**src/rtl/fp_normalize_round.sv**
```systemverilog
// Normalize/round/pack stage of the FP adder: left-normalizes one bit per cycle, rounds to nearest-even.
// Latency: 2 + shift count edges from accept to out_valid; Inf/NaN and exact cancellation go straight to DONE.
// Backpressure: one transaction in flight; in_ready only in IDLE, DONE holds result until out_ready.
module fp_normalize_round #(
    parameter int EXP_WIDTH  = 8,
    parameter int MANT_WIDTH = 23
) (
    input  logic                            clock,
    input  logic                            reset_n,
    input  logic                            in_valid,
    output logic                            in_ready,
    input  logic                            in_sign,
    input  logic [EXP_WIDTH-1:0]            in_exponent,
    input  logic                            in_carry,
    input  logic [MANT_WIDTH:0]             in_mantissa,
    input  logic                            in_guard,
    input  logic                            in_round,
    input  logic                            in_sticky,
    output logic                            out_valid,
    input  logic                            out_ready,
    output logic [EXP_WIDTH+MANT_WIDTH:0]   out_result,
    output logic                            out_overflow,
    output logic                            out_underflow,
    output logic                            busy
);

    localparam int WM      = MANT_WIDTH + 4;
    localparam int WE      = EXP_WIDTH + 1;
    localparam int EXP_MAX = (1 << EXP_WIDTH) - 1;
    localparam logic [WE-1:0] EXP_ONE = WE'(1);
    localparam logic [WE-1:0] EXP_SAT = WE'(EXP_MAX);

    typedef enum logic [1:0] {IDLE, NORM, ROUND, DONE} state_t;

    state_t                         state;
    logic [WM-1:0]                  workMant;
    logic [WE-1:0]                  workExp;
    logic                           workSign;
    logic [EXP_WIDTH+MANT_WIDTH:0]  resultReg;
    logic                           overflowReg;
    logic                           underflowReg;
    logic                           validReg;

    logic [WM-1:0]                  captureMant;
    logic                           roundInc;
    logic [MANT_WIDTH+1:0]          roundSum;
    logic [MANT_WIDTH-1:0]          roundFrac;
    logic [WE-1:0]                  roundExp;

    assign captureMant = {in_mantissa, in_guard, in_round, in_sticky};

    // Round-to-nearest-even on the normalized mantissa; a carry out of the
    // increment renormalizes by one bit and bumps the exponent.
    always_comb begin
        roundInc  = workMant[2] & (workMant[1] | workMant[0] | workMant[3]);
        roundSum  = {1'b0, workMant[WM-1:3]} + {{(MANT_WIDTH+1){1'b0}}, roundInc};
        roundFrac = roundSum[MANT_WIDTH-1:0];
        roundExp  = workExp;
        if (roundSum[MANT_WIDTH+1]) begin
            roundFrac = roundSum[MANT_WIDTH:1];
            roundExp  = workExp + EXP_ONE;
        end
    end

    always_ff @(posedge clock or negedge reset_n) begin
        if (!reset_n) begin
            state        <= IDLE;
            workMant     <= '0;
            workExp      <= '0;
            workSign     <= 1'b0;
            resultReg    <= '0;
            overflowReg  <= 1'b0;
            underflowReg <= 1'b0;
            validReg     <= 1'b0;
        end else begin
            case (state)
                IDLE: begin
                    if (in_valid) begin
                        workSign     <= in_sign;
                        workMant     <= captureMant;
                        workExp      <= {1'b0, in_exponent};
                        overflowReg  <= 1'b0;
                        underflowReg <= 1'b0;
                        if (in_exponent == '1) begin
                            resultReg <= {in_sign, in_exponent, in_mantissa[MANT_WIDTH-1:0]};
                            validReg  <= 1'b1;
                            state     <= DONE;
                        end else if (!in_carry && captureMant == '0) begin
                            resultReg <= '0;
                            validReg  <= 1'b1;
                            state     <= DONE;
                        end else if (in_carry) begin
                            // Shift right to absorb the carry, folding the dropped bit into sticky.
                            workMant <= {1'b1, captureMant[WM-1:2], captureMant[1] | captureMant[0]};
                            workExp  <= {1'b0, in_exponent} + EXP_ONE;
                            state    <= NORM;
                        end else begin
                            state <= NORM;
                        end
                    end
                end
                NORM: begin
                    if (workMant[WM-1]) begin
                        state <= ROUND;
                    end else if (workExp <= EXP_ONE) begin
                        resultReg    <= {workSign, {(EXP_WIDTH+MANT_WIDTH){1'b0}}};
                        underflowReg <= 1'b1;
                        validReg     <= 1'b1;
                        state        <= DONE;
                    end else begin
                        workMant <= {workMant[WM-2:0], 1'b0};
                        workExp  <= workExp - EXP_ONE;
                    end
                end
                ROUND: begin
                    if (roundExp >= EXP_SAT) begin
                        resultReg   <= {workSign, {EXP_WIDTH{1'b1}}, {MANT_WIDTH{1'b0}}};
                        overflowReg <= 1'b1;
                    end else begin
                        resultReg <= {workSign, roundExp[EXP_WIDTH-1:0], roundFrac};
                    end
                    workExp  <= roundExp;
                    validReg <= 1'b1;
                    state    <= DONE;
                end
                DONE: begin
                    if (out_ready) begin
                        validReg <= 1'b0;
                        state    <= IDLE;
                    end
                end
                default: state <= IDLE;
            endcase
        end
    end

    assign in_ready      = (state == IDLE);
    assign busy          = (state != IDLE);
    assign out_valid     = validReg;
    assign out_result    = resultReg;
    assign out_overflow  = overflowReg;
    assign out_underflow = underflowReg;

endmodule
```
**config.mk**
```make
export PLATFORM = sky130hd
export DESIGN_NAME = fp_normalize_round
export DESIGN_NICKNAME = d
export VERILOG_FILES = /design/src/rtl/fp_normalize_round.sv
export SDC_FILE = /design/constraint.sdc
export NUM_CORES = 1
export LEC_CHECK = 0
export ABC_CLOCK_PERIOD_IN_PS = 6400
export CORE_MARGIN = 2
export CORE_UTILIZATION = 55
export DETAILED_ROUTE_END_ITERATION = 6
export GPL_ROUTABILITY_DRIVEN = 0
export PLACE_DENSITY = 0.91
export SYNTH_ARGS = -nofsm -noshare
export SYNTH_HDL_FRONTEND = slang
export SYNTH_SLANG_ARGS = --single-unit
```
**constraint.sdc**
```tcl
create_clock -name clock -period 6.4 [get_ports clock]
set_clock_uncertainty 0.05 [all_clocks]
set_input_delay 1.28 -clock clock [delete_from_list [all_inputs] [get_ports clock]]
set_output_delay 1.28 -clock clock [all_outputs]
set_load 0.02 [all_outputs]
```
Word-level counts from Yosys, hierarchy flattened

Index checks and enable logic that the tools add are counted.

Output and inout port bits: 37
Register bits after elaboration: 74
Logic and storage cells: 89

Add/sub/neg operators: 4
Magnitude comparators: 2
Muxes and demuxes: 41
Bitwise operators: 4
Reduce and logical (&&, ||, !) cells: 17
Equality and inequality tests: 12

Operator list:

| cell                                                                              | count |
|---|---|
| 27-bit two-way mux                                                                | 6 |
| 32-bit two-way mux                                                                | 5 |
| 32-bit case mux with 3 select lines                                               | 1 |
| 9-bit two-way mux                                                                 | 7 |
| 27-bit case mux with 2 select lines                                               | 1 |
| 31-bit two-way mux                                                                | 1 |
| 27-bit zero test                                                                  | 1 |
| 9-bit case mux with 3 select lines                                                | 1 |
| 24-bit by 1-bit adder with 25-bit output                                          | 1 |
| 23-bit two-way mux                                                                | 1 |
| 2-bit two-way mux                                                                 | 6 |
| 2-bit inequality test (second input constant)                                     | 6 |
| 4-bit AND reduction                                                               | 3 |
| 5-bit AND reduction                                                               | 2 |
| 8-bit by 1-bit adder with 9-bit output (second input constant)                    | 1 |
| 9-bit by 1-bit adder with 9-bit output (second input constant)                    | 1 |
| 9-bit by 8-bit >= comparator with 1-bit output (second input constant)            | 1 |
| 9-bit by 1-bit less-or-equal comparator with 1-bit output (second input constant) | 1 |
| 9-bit by 1-bit subtractor with 9-bit output (second input constant)               | 1 |
| 8-bit == test (second input constant)                                             | 1 |
| 1-bit two-way mux                                                                 | 8 |
| 2-bit case mux with 4 select lines                                                | 1 |
| 3-bit AND reduction                                                               | 2 |
| 2-bit nonzero test                                                                | 3 |
| 13 further kinds                                                                  | 18 |

Depth between registers and ports, before layout

Depth in word-level cells: 8
Depth in mapped cells: 10
Depth with buffers taken out: 8

Worst setup path after synthesis

OpenSTA, ideal clock, no wires.

Path kind: input-to-reg
From: in in_mantissa[3]
To: reg resultReg[1], in the netlist out_result[1]
Path buffers: 1
Data required time: 6.224 ns
Slack: 3.311 ns
Arrival time: 2.913 ns
Cell stages on the path: 7
Cell sequence: nor4_1 > nand4_1 > o211ai_1 > nand2_1 > buf_2 > a221oi_1 > nor2_1

Cells in the longest elaborated chain, start to end: 4

RTL lines:

| item                                                              | RTL line | source |
|---|---|---|
| start, declared                                                   | 15       | `input logic [MANT_WIDTH:0] in_mantissa,` |
| 27-bit zero test                                                  | 88       | `end else if (!in_carry && captureMant == '0) begin` |
| 1-bit logical AND                                                 | 88       |  |
| 3-bit by 1-bit inequality test with 1-bit output (no source line) | n/a      |  |
| 5-bit AND reduction (no source line)                              | n/a      |  |
| end signal, assigned                                              | 85       | `resultReg <= {in_sign, in_exponent, in_mantissa[MANT_WIDTH-1:0]};` |
| end signal, assigned                                              | 106      | `resultReg <= {workSign, {(EXP_WIDTH+MANT_WIDTH){1'b0}}};` |
| end signal, assigned                                              | 117      | `resultReg <= {workSign, {EXP_WIDTH{1'b1}}, {MANT_WIDTH{1'b0}}};` |
| end, declared                                                     | 39       | `logic [EXP_WIDTH+MANT_WIDTH:0] resultReg;` |

Every way passes these cells.
A chain may end at the register's enable or synchronous reset.

Final worst setup path

From: in in_carry
To: reg resultReg[24], in the netlist out_result[24]

Cells in the longest elaborated chain, start to end: 4

RTL lines:

| item                                                              | RTL line | source |
|---|---|---|
| start, declared                                                   | 14       | `input logic in_carry,` |
| 1-bit zero test                                                   | 88       |  |
| 1-bit logical AND                                                 | 88       |  |
| 3-bit by 1-bit inequality test with 1-bit output (no source line) | n/a      |  |
| 5-bit AND reduction (no source line)                              | n/a      |  |

Every way passes these cells.

==> results by stage <==
Logic synthesis:
- The count of synthesis-stage warnings from yosys is 0.
- After technology mapping, the gate count stands at 670.
- The number of nets in the synthesized netlist is 720.
- The number of distinct library cells after synthesis is approximately 60.
- The synthesized cell area is approximately 5200 um^2.
- Synthesis inferred 74 register bits.
- The area share of the largest cell type after synthesis is between 30% and 40%.
- After synthesis, the share of flip-flops with an asynchronous set or reset is 100.0%.
- The synthesized area divided by synthesized cell count is 7.802 um^2.
- The flip-flop cell with the highest count after synthesis is sky130_fd_sc_hd__dfrtp_1.
- Sequential cells were found to cover 35.42% of the synthesized design area.
- After synthesis, the cell types taking the most area are sky130_fd_sc_hd__dfrtp_1, sky130_fd_sc_hd__nand2_1, sky130_fd_sc_hd__a21oi_1, sky130_fd_sc_hd__o21ai_0, sky130_fd_sc_hd__clkbuf_1.
- The area share of fa/ha/maj cells after synthesis is 2.154%.
- The share of the synthesized area in compound gates (AO/OA/AOI/OAI) is approximately a quarter.
- The synthesized-area fraction occupied by xor and xnor cells is under 10%.
- Measured against the total synthesized area, the mux share comes to 3.135%.
- Summed over all instances, the cell type with the most area after synthesis is sky130_fd_sc_hd__dfrtp_1.
- After synthesis, the largest family of logic cells by area is compound AO/OA/AOI/OAI gates.
- The fraction of the mapped netlist area in simple logic gates is approximately a quarter.
- The number of enable flip-flop cells after synthesis is 0.

Clocking:
- The number of buffers created by CTS is 9.
- The H-tree was split into 3 levels.
- The clock reaches the later pin of the worst-skew pair after between 0.3 and 0.4 ns.
- CTS saw 74 sinks.
- The master cell of the clock root buffer is sky130_fd_sc_hd__clkbuf_8.
- The number of hold buffers added after cts is 0.
- Gates resized during post-CTS repair numbered 0.
- The number of setup buffers added after CTS is 0.
- The buffer depth of the longest clock path is 2.
- The TritonCTS clock tree is built.
- The clock transition time at the flip-flop clock pins of the worst setup and hold paths is roughly 0.080 ns.

Setup path:
- The kind of critical path is in -> reg.
- The data required time at the worst endpoint is between 6 and 7 ns.
- The number of cells on the worst reg-to-reg path is 6.
- The worst setup path is captured at a register.
- STA classifies the critical path startpoint as a primary input.
- Data arrives at the worst endpoint at 4.47 ns.
- Tracing the worst setup path back leads to its startpoint at in_carry.
- The largest driver fanout on the critical path is between 50 and 60.
- The critical register-to-register path endpoint is out_result[24]$_DFFE_PN0P_.
- The register-to-register setup slack is roughly 2.8 ns.
- The critical path goes through clkdlybuf4s50_1, nor4_1, nand4_1, o211ai_1, buf_4, nand2_2, a221oi_1, a21oi_1.
- The largest incremental delay on the critical path is 0.71 ns.
- The startpoint of the worst-slack reg-to-reg timing path is workExp[2]$_DFFE_PN0P_.
- The critical path's slowest cell is sky130_fd_sc_hd__nor4_1.

Min path:
- The worst hold path begins at out_result[12]$_DFFE_PN0P_.
- For hold timing, the worst endpoint is out_result[12]$_DFFE_PN0P_.
- The path class of the tightest hold or removal check is reg -> reg.
- The worst hold path cell count is 2.

Floorplan:
- The row count is 35.
- The initial standard-cell utilization of the core is between 50% and 60%.
- The die area is about 10,000 um^2.
- In this run the count of I/O pins placed on the die edge is 78.
- The floorplan die height is 101.5 um.
- The overall die width is 101.5 um.
- In this run the standard cell core region covers a little over 9000 um^2.

STA:
- Setup repair after global routing left no endpoint under its margin.
- The worst hold margin is approximately 0.43 ns.
- Based on the critical path, the design can be clocked at up to 233.0 MHz.
- The worst path needs about 4.3 ns of the cycle, external delays included.
- After routing, the total negative slack on setup checks comes to 0 ns.
- The pin slew with the least headroom to its limit is approximately 1.2 ns.
- The setup violation total in the final timing report is 0.
- The number of hold violations in the final report is 0.
- The final-report max-slew violation count came to 0.
- The headroom to the max-slew limit is between 10% and 20%.
- The post-route fraction of the period consumed by the critical path is about two thirds.

Global route:
- The via count of the first global-routing pass is 5,106.
- The first global-routing pass estimated 25,850 um of wire.
- The initial antenna violation count is 0.
- The total congestion overflow after global routing is 0.
- The largest net degree at the start of global routing is 75.
- Global routing used a little under a third of the available tracks across all layers.

Power:
- The reported leakage power is about 2.5 nW.
- For this design the ratio of total power to cell area is around 440 nW/um^2.
- Across the VDD grid, the largest voltage drop is approximately 0.28 mV.

Final layout:
- In the layout the commonest cells are sky130_fd_sc_hd__nand2_1, sky130_fd_sc_hd__a21oi_1, sky130_fd_sc_hd__clkdlybuf4s50_1.
- The net count of the finished layout is approximately 770.
- The filler cells instantiated in the layout total 739.
- Leaving out fill and tap cells, the most frequent cell in the layout is sky130_fd_sc_hd__nand2_1.
- The number of antenna diodes in the final layout is 0.
- The area growth from synthesis to layout is 18.41%.
- The fraction of layout cells with a size suffix above 1 is under 10%.

Routing:
- In the routed design, unresolved DRC markers number 0.
- The total length of routed wires is between 15,000 and 20,000 um.
- The routed layout has roughly 5,700 vias.
- Dividing the detail-routed wire length by the instance count gives between 15 and 20 um.
- The number of iterations in the first detailed-routing pass is 7.
- Dividing the detail-routed via count by the number of cells gives roughly 6.7.
- The first routing iteration left 944 violations.
- The number of antenna-violating nets in the routed design is 0.

Placed design:
- The count of buffers from port buffering is 77.
- Summed over all nets, the half-perimeter wirelength after detailed placement is 11,360 um.

Flow run:
- The max-capacitance violation count is 0.

Run status:
- The run finished with clean final reports.
[final cells by class]
type                       instances  area [um^2]  area share (%)
clock buffer                      11        141.4           2.284
clock inverter                     4        28.78          0.4649
inverter                          12        45.04          0.7277
multi-input combinational        534         3128           50.54
sequential                        74         1852           29.92
tap                              129        161.4           2.608
timing repair buffer              86        833.3           13.46
[layer usage]
| layer | global-route usage [%] | up-vias | share of wire [%] |
|---|---|---|---|
| met5 | 0 | - | 0 |
| met4 | 12.06 | 0 | 4.1 |
| met3 | 6.832 | 92 | 13 |
| met2 | 48.50 | 455 | 43 |
| met1 | 45.12 | 2573 | 40 |
| li1 | - | 2533 | - |
[Yosys cell counts, types with 12 or more instances]
| library cell | instances |
|---|---|
| sky130_fd_sc_hd__a22oi_1 | 14 |
| sky130_fd_sc_hd__nor3_1 | 14 |
| sky130_fd_sc_hd__and2_1 | 16 |
| sky130_fd_sc_hd__mux2i_1 | 13 |
| sky130_fd_sc_hd__nand3_1 | 23 |
| sky130_fd_sc_hd__a21oi_1 | 81 |
| sky130_fd_sc_hd__o31ai_1 | 13 |
| sky130_fd_sc_hd__inv_1 | 12 |
| sky130_fd_sc_hd__nor4_1 | 13 |
| sky130_fd_sc_hd__clkbuf_1 | 41 |
| sky130_fd_sc_hd__dfrtp_1 | 74 |
| sky130_fd_sc_hd__o21ai_0 | 59 |
| sky130_fd_sc_hd__nand2_1 | 118 |
| sky130_fd_sc_hd__xnor2_1 | 17 |
| sky130_fd_sc_hd__nor2_1 | 30 |
[worst max-delay path: cells and delay by family]
family | cells | cell delay [ns]
and+or+nand+nor | 3 | 1.55
AOI/OAI and AO/OA | 3 | 0.87
buffers and inverters | 2 | 0.77
[worst max path at each step]
stage | slack, ns | cells past startpoint | to
floorplan | 3.31 | 7 | out_result[1]$_DFFE_PN0P_
global placement | 1.96 | 8 | out_result[24]$_DFFE_PN0P_
detailed placement | 1.86 | 8 | out_result[24]$_DFFE_PN0P_
CTS | 2.20 | 8 | out_result[24]$_DFFE_PN0P_
global route | 1.90 | 8 | out_result[24]$_DFFE_PN0P_
finish | 2.11 | 8 | out_result[24]$_DFFE_PN0P_
[report_power, final]
group	internal, mW	switching, mW
logic	0.577	0.934
clock network	0.149	0.177
registers	0.653	0.238
total	1.38	1.35
[cells by family after synthesis]
family | Yosys count
compound gates | 224
xor+xnor | 24
fa+ha+maj | 9
buf+inv | 62
flops | 74
mux | 16
simple gates | 261
[through the flow]
step | power, mW | worst slack [ns] | util [%] | cell area, um^2 | cells
6_report | 2.728 | 2.109 | 66.99 | 6190 | 850
2_1_floorplan | 1.874 | 3.311 | - | 5228 | 670
3_5_place_dp | 2.353 | 1.856 | 65.15 | 6020 | 835
3_3_place_gp | 2.277 | 1.956 | 65.15 | 6020 | 835
4_1_cts | 2.683 | 2.203 | 66.99 | 6190 | 850
5_1_grt | 2.918 | 1.904 | 66.99 | 6190 | 850
[flip-flops by register name, indices dropped and copies added (netlist names)]
name,flops
workSign,1
out_overflow,1
out_result,32
out_underflow,1
out_valid,1
state,2
workExp,9
workMant,27
Power figures use the tool's default switching activity.
